==> config.mk <==
export PLATFORM = sky130hd
export DESIGN_NAME = box_rasterizer
export DESIGN_NICKNAME = d
export VERILOG_FILES = /design/src/rtl/box_rasterizer.sv
export SDC_FILE = /design/constraint.sdc
export NUM_CORES = 1
export LEC_CHECK = 0
export BUFFER_PORTS_ARGS = -buffer_cell sky130_fd_sc_hd__buf_2
export CORE_UTILIZATION = 40
export DETAILED_ROUTE_END_ITERATION = 8
export GPL_TIMING_DRIVEN = 0
export PLACE_DENSITY = 0.68
export SLEW_MARGIN = 20
export SYNTH_ARGS = -nofsm -noshare
export SYNTH_HDL_FRONTEND = slang
export SYNTH_SLANG_ARGS = --single-unit
==> constraint.sdc <==
create_clock -name clock -period 3.5 [get_ports clock]
set_clock_uncertainty 0.1 [all_clocks]
set_input_delay 0.35 -clock clock [delete_from_list [all_inputs] [get_ports clock]]
set_output_delay 0.35 -clock clock [all_outputs]
set_load 0.05 [all_outputs]
==> src/rtl/box_rasterizer.sv <==
// Rasterises one filled rectangle per accepted command into single-pixel VGA writes,
// one pixel per clock in row-major order, clipping pixels that fall off the 320x240 screen.
module box_rasterizer #(
  parameter logic [8:0] SCREEN_WIDTH  = 9'd320,
  parameter logic [8:0] SCREEN_HEIGHT = 9'd240
) (
  input  logic       clock,
  input  logic       reset_n,
  input  logic       s_valid,
  output logic       s_ready,
  input  logic [8:0] in_box_x,
  input  logic [8:0] in_box_y,
  input  logic [8:0] in_box_w,
  input  logic [8:0] in_box_h,
  input  logic [2:0] in_box_color,
  output logic [8:0] vga_x,
  output logic [7:0] vga_y,
  output logic [2:0] colour,
  output logic       plot,
  output logic       done
);

  typedef enum logic {IDLE, DRAW} state_t;

  state_t     state;
  logic [8:0] cx;
  logic [8:0] cy;
  logic [8:0] box_x;
  logic [8:0] box_y;
  logic [8:0] box_w;
  logic [8:0] box_h;
  logic [2:0] box_color;
  logic [9:0] px;
  logic [9:0] py;
  logic       take;
  logic       last_col;
  logic       last_row;

  function automatic logic on_screen(input logic [9:0] col, input logic [9:0] row);
    return (col < {1'b0, SCREEN_WIDTH}) && (row < {1'b0, SCREEN_HEIGHT});
  endfunction

  assign s_ready  = (state == IDLE);
  assign take     = s_valid && s_ready;
  // Ten-bit sums so coordinates past the screen edge cannot wrap back on-screen.
  assign px       = {1'b0, box_x} + {1'b0, cx};
  assign py       = {1'b0, box_y} + {1'b0, cy};
  assign last_col = (cx == box_w - 9'd1);
  assign last_row = (cy == box_h - 9'd1);

  // Command capture: box parameters are frozen for the whole draw.
  always_ff @(posedge clock) begin
    if (take) begin
      box_x     <= in_box_x;
      box_y     <= in_box_y;
      box_w     <= in_box_w;
      box_h     <= in_box_h;
      box_color <= in_box_color;
    end
  end

  // Raster walk: each DRAW edge emits pixel (cx,cy) and then advances the counters.
  always_ff @(posedge clock or negedge reset_n) begin
    if (!reset_n) begin
      state  <= IDLE;
      cx     <= 9'd0;
      cy     <= 9'd0;
      vga_x  <= 9'd0;
      vga_y  <= 8'd0;
      colour <= 3'd0;
      plot   <= 1'b0;
      done   <= 1'b0;
    end else begin
      plot <= 1'b0;
      done <= 1'b0;
      case (state)
        IDLE: begin
          if (take) begin
            cx <= 9'd0;
            cy <= 9'd0;
            if ((in_box_w != 9'd0) && (in_box_h != 9'd0)) begin
              state <= DRAW;
            end else begin
              done <= 1'b1;
            end
          end
        end
        DRAW: begin
          vga_x  <= px[8:0];
          vga_y  <= py[7:0];
          colour <= box_color;
          plot   <= on_screen(px, py);
          if (last_col) begin
            cx <= 9'd0;
            if (last_row) begin
              cy    <= 9'd0;
              state <= IDLE;
              done  <= 1'b1;
            end else begin
              cy <= cy + 9'd1;
            end
          end else begin
            cx <= cx + 9'd1;
          end
        end
        default: state <= IDLE;
      endcase
    end
  end

endmodule
==> impl_results.md <==
* Fin Setup TNS at 0 ns
* Cell Pwr Density at 741 nW/µm²
* Number of global-route vias before repair at 3347
* RSZ-0062 raised after global routing: no
* Clock tree buffer depth at 2
* Area Growth Syn to Fin at 16.5%
* CP Depth at 9
* Worst Path Max Fanout at 8
* Clock sinks at 80
* DR vias at 3288
* Share of cells above drive strength 1 at 24.5%
* Fmax at 354 MHz
* Post-layout net count at 539
* Drt via density at 5.36
* Post-CTS Setup Bufs at 0
* Top-level I/O count at 65
* Peak VDD IR at 0.496 mV
* Synth top area share at 26.5%
* Status: completed
* R2R setup slack at 0.67 ns
* Element type at the critical path start: flip-flop
* Final min period at 2.83 ns
* Core Area at 10500 µm²
* WL final at 9.19 mm
* FF-to-FF End: cy[5]
* Synthesized Nets at 463
* Cell row count at 37
* Synth Flop Type: dfrtp_1
* CP max-delay cell: edfxtp_1
* Antenna violations before repair at 0
* WP buf/inv at 2
* Endpoints failing hold at 0
* DRC Markers at 0
* Ant. Diodes at 0
* Min-Delay Path Class: in2async
* Worst-Skew Late Latency at 0.36 ns
* CTS root buf: clkbuf_8
* Largest cells by area after synthesis: edfxtp_1 27%, dfrtp_1 23%, ha_1 6.2%, xnor2_1 5.4%, mux2_2 4.1%
* Avg Inst Size Synth at 11.1 µm²
* Total GRT Usage at 17.2%
* Critical path capture point type: flip-flop
* CTS tree: yes
* Final cell count without fillers at 614
* First DRT Iteration DRCs at 121
* DP Wirelength at 6.87 mm
* Leakage dissipation at 2.13 nW
* Fin util at 48.9%
* Met1 Usage GRT at 19.9%
* Die Footprint at 11500 µm²
* First-pass GRT wire length at 15.3 mm
* Routed length per instance at 15.0 µm
* Largest stage delay, worst path at 0.48 ns
* Distinct cells, synth at 54
* EDFF count, synth at 39
* Worst Max-Slew Pin Slew at 0.956 ns
* 1st-pass router iterations at 5
* Yosys top cell by area: edfxtp_1
* Post-synth ARST share at 51.2%
* Slew Limit Fails at 0
* Hold buffers post-CTS at 0
* Post_cts resized at 0
* Period utilization at 80.8%
* Antenna viol nets, final at 0
* Crit path launch: box_w[0]
* Slew margin rel. at 36.3%
* Crit path to: cy[5]
* Initial Utilization at 42.0%
* Data required time of the worst path at 3.64 ns
* Ys Warns at 0
* Most instantiated library cell after synthesis: dfrtp_1
* Routability Congestion at 0.820
* Die W at 107 µm
* CP arrival at 2.97 ns
* Hold WS at 0.0336 ns
* Synth Register Bits at 80
* Worst path top cell family by delay: simple AND/OR/NAND/NOR gates
* Seq/Total Area, Yosys at 49.8%
* TritonCTS Buffers at 9
* Placed Cells incl. Taps at 598
* Pin count of the biggest net entering global routing at 42
* Final setup fails at 0
* M3 GR Usage at 4.19%
* Max-cap violations at 0
* Synth top cells by count: 41 x dfrtp_1, 39 x edfxtp_1, 32 x nor2_1, 27 x xnor2_1, 22 x ha_1
* Worst reg2reg path depth at 9
* H-Tree Depth at 3
* Reg2reg start: box_w[0]
* # port buffers at 64
* Chip height at 107 µm
* Critical path type: reg2reg
* Routing usage on met2 at 31.7%
* Total grt overflow at 0
* Mapped Area at 4410 µm²
* GRT Max-Usage Layer: met2
* Mapped Cells at 397
* Clock Pin Slew Worst Setup and Hold Paths at 0.08 ns
* CP Cell Sequence: inv_1 -> ha_1 -> nor3b_1 -> a31oi_1 -> a2111o_1 -> nor4_2 -> or2_0 -> clkbuf_2 -> o21ai_1
## per-stage QoR
step                total power (W)  setup WS [ns]  area [µm²]
detailed placement          0.00308          0.686        4930
global placement            0.00303          0.712        4900
CTS                         0.00383          0.673        5140
finish                      0.00381          0.672        5140
floorplan                   0.00268           1.01        4410
global route                0.00407          0.456        5140
## sequential cells by signal, summed over array words and instances (netlist names), 8 cells and up
name / flops
box_h: 9
box_w: 9
box_x: 9
box_y: 9
cx: 9
cy: 9
vga_x: 9
vga_y: 8
## layout by cell type, fill, tap and decap left out, types with 9 or more instances in the layout
master and count:
buf_2 66, dfrtp_1 41, edfxtp_1 39, nor2_1 32, xnor2_1 27, ha_1 22
nand2_1 21, nand3_1 18, inv_1 17, nor3_1 16, o21ai_0 16, mux2_2 16
a21oi_1 12, a31oi_1 9, clkbuf_8 9
## routing by layer
layer / vias up / wire [µm]
met4: 0 / 107
met5: - / 0
met3: 10 / 361
met2: 68 / 4800
met1: 1596 / 3920
li1: 1614 / -
## logic make-up after synthesis
logic type	share of synthesized area [%]
buffers and inverters	3.23
and+or+nand+nor	15.7
xor gates and xnor gates	6.95
muxes	4.08
adders and majority gates	7.15
DFF	49.8
AOI/OAI and AO/OA	13.0
## power by group
part           switching (W)  leakage (nW)  internal (W)
clock network       0.000340         0.108      0.000403
registers           0.000220         0.838       0.00119
logic                0.00102          1.19      0.000640
## cell type report
type,count,area (µm²)
inverter,18,67.6
tap,136,170
multi-input combinational,287,2070
sequential,80,2200
buffer,12,75.1
fill,936,5370
clock inverter,5,80.1
timing repair buffer,65,348
clock buffer,11,131
## how the worst min path moves through the flow
| stage | cells past startpoint | to | startpoint |
|---|---|---|---|
| final | 1 | cx[5] | reset_n |
| after global routing | 1 | box_y[7] | in_box_y[7] |
| after CTS | 1 | box_y[2] | in_box_y[2] |
| after detailed placement | 1 | colour[2] | box_color[2] |
| after global placement | 1 | colour[0] | box_color[0] |
| after floorplan | 0 | colour[0] | reset_n |
(Power assumes the default switching activity.)
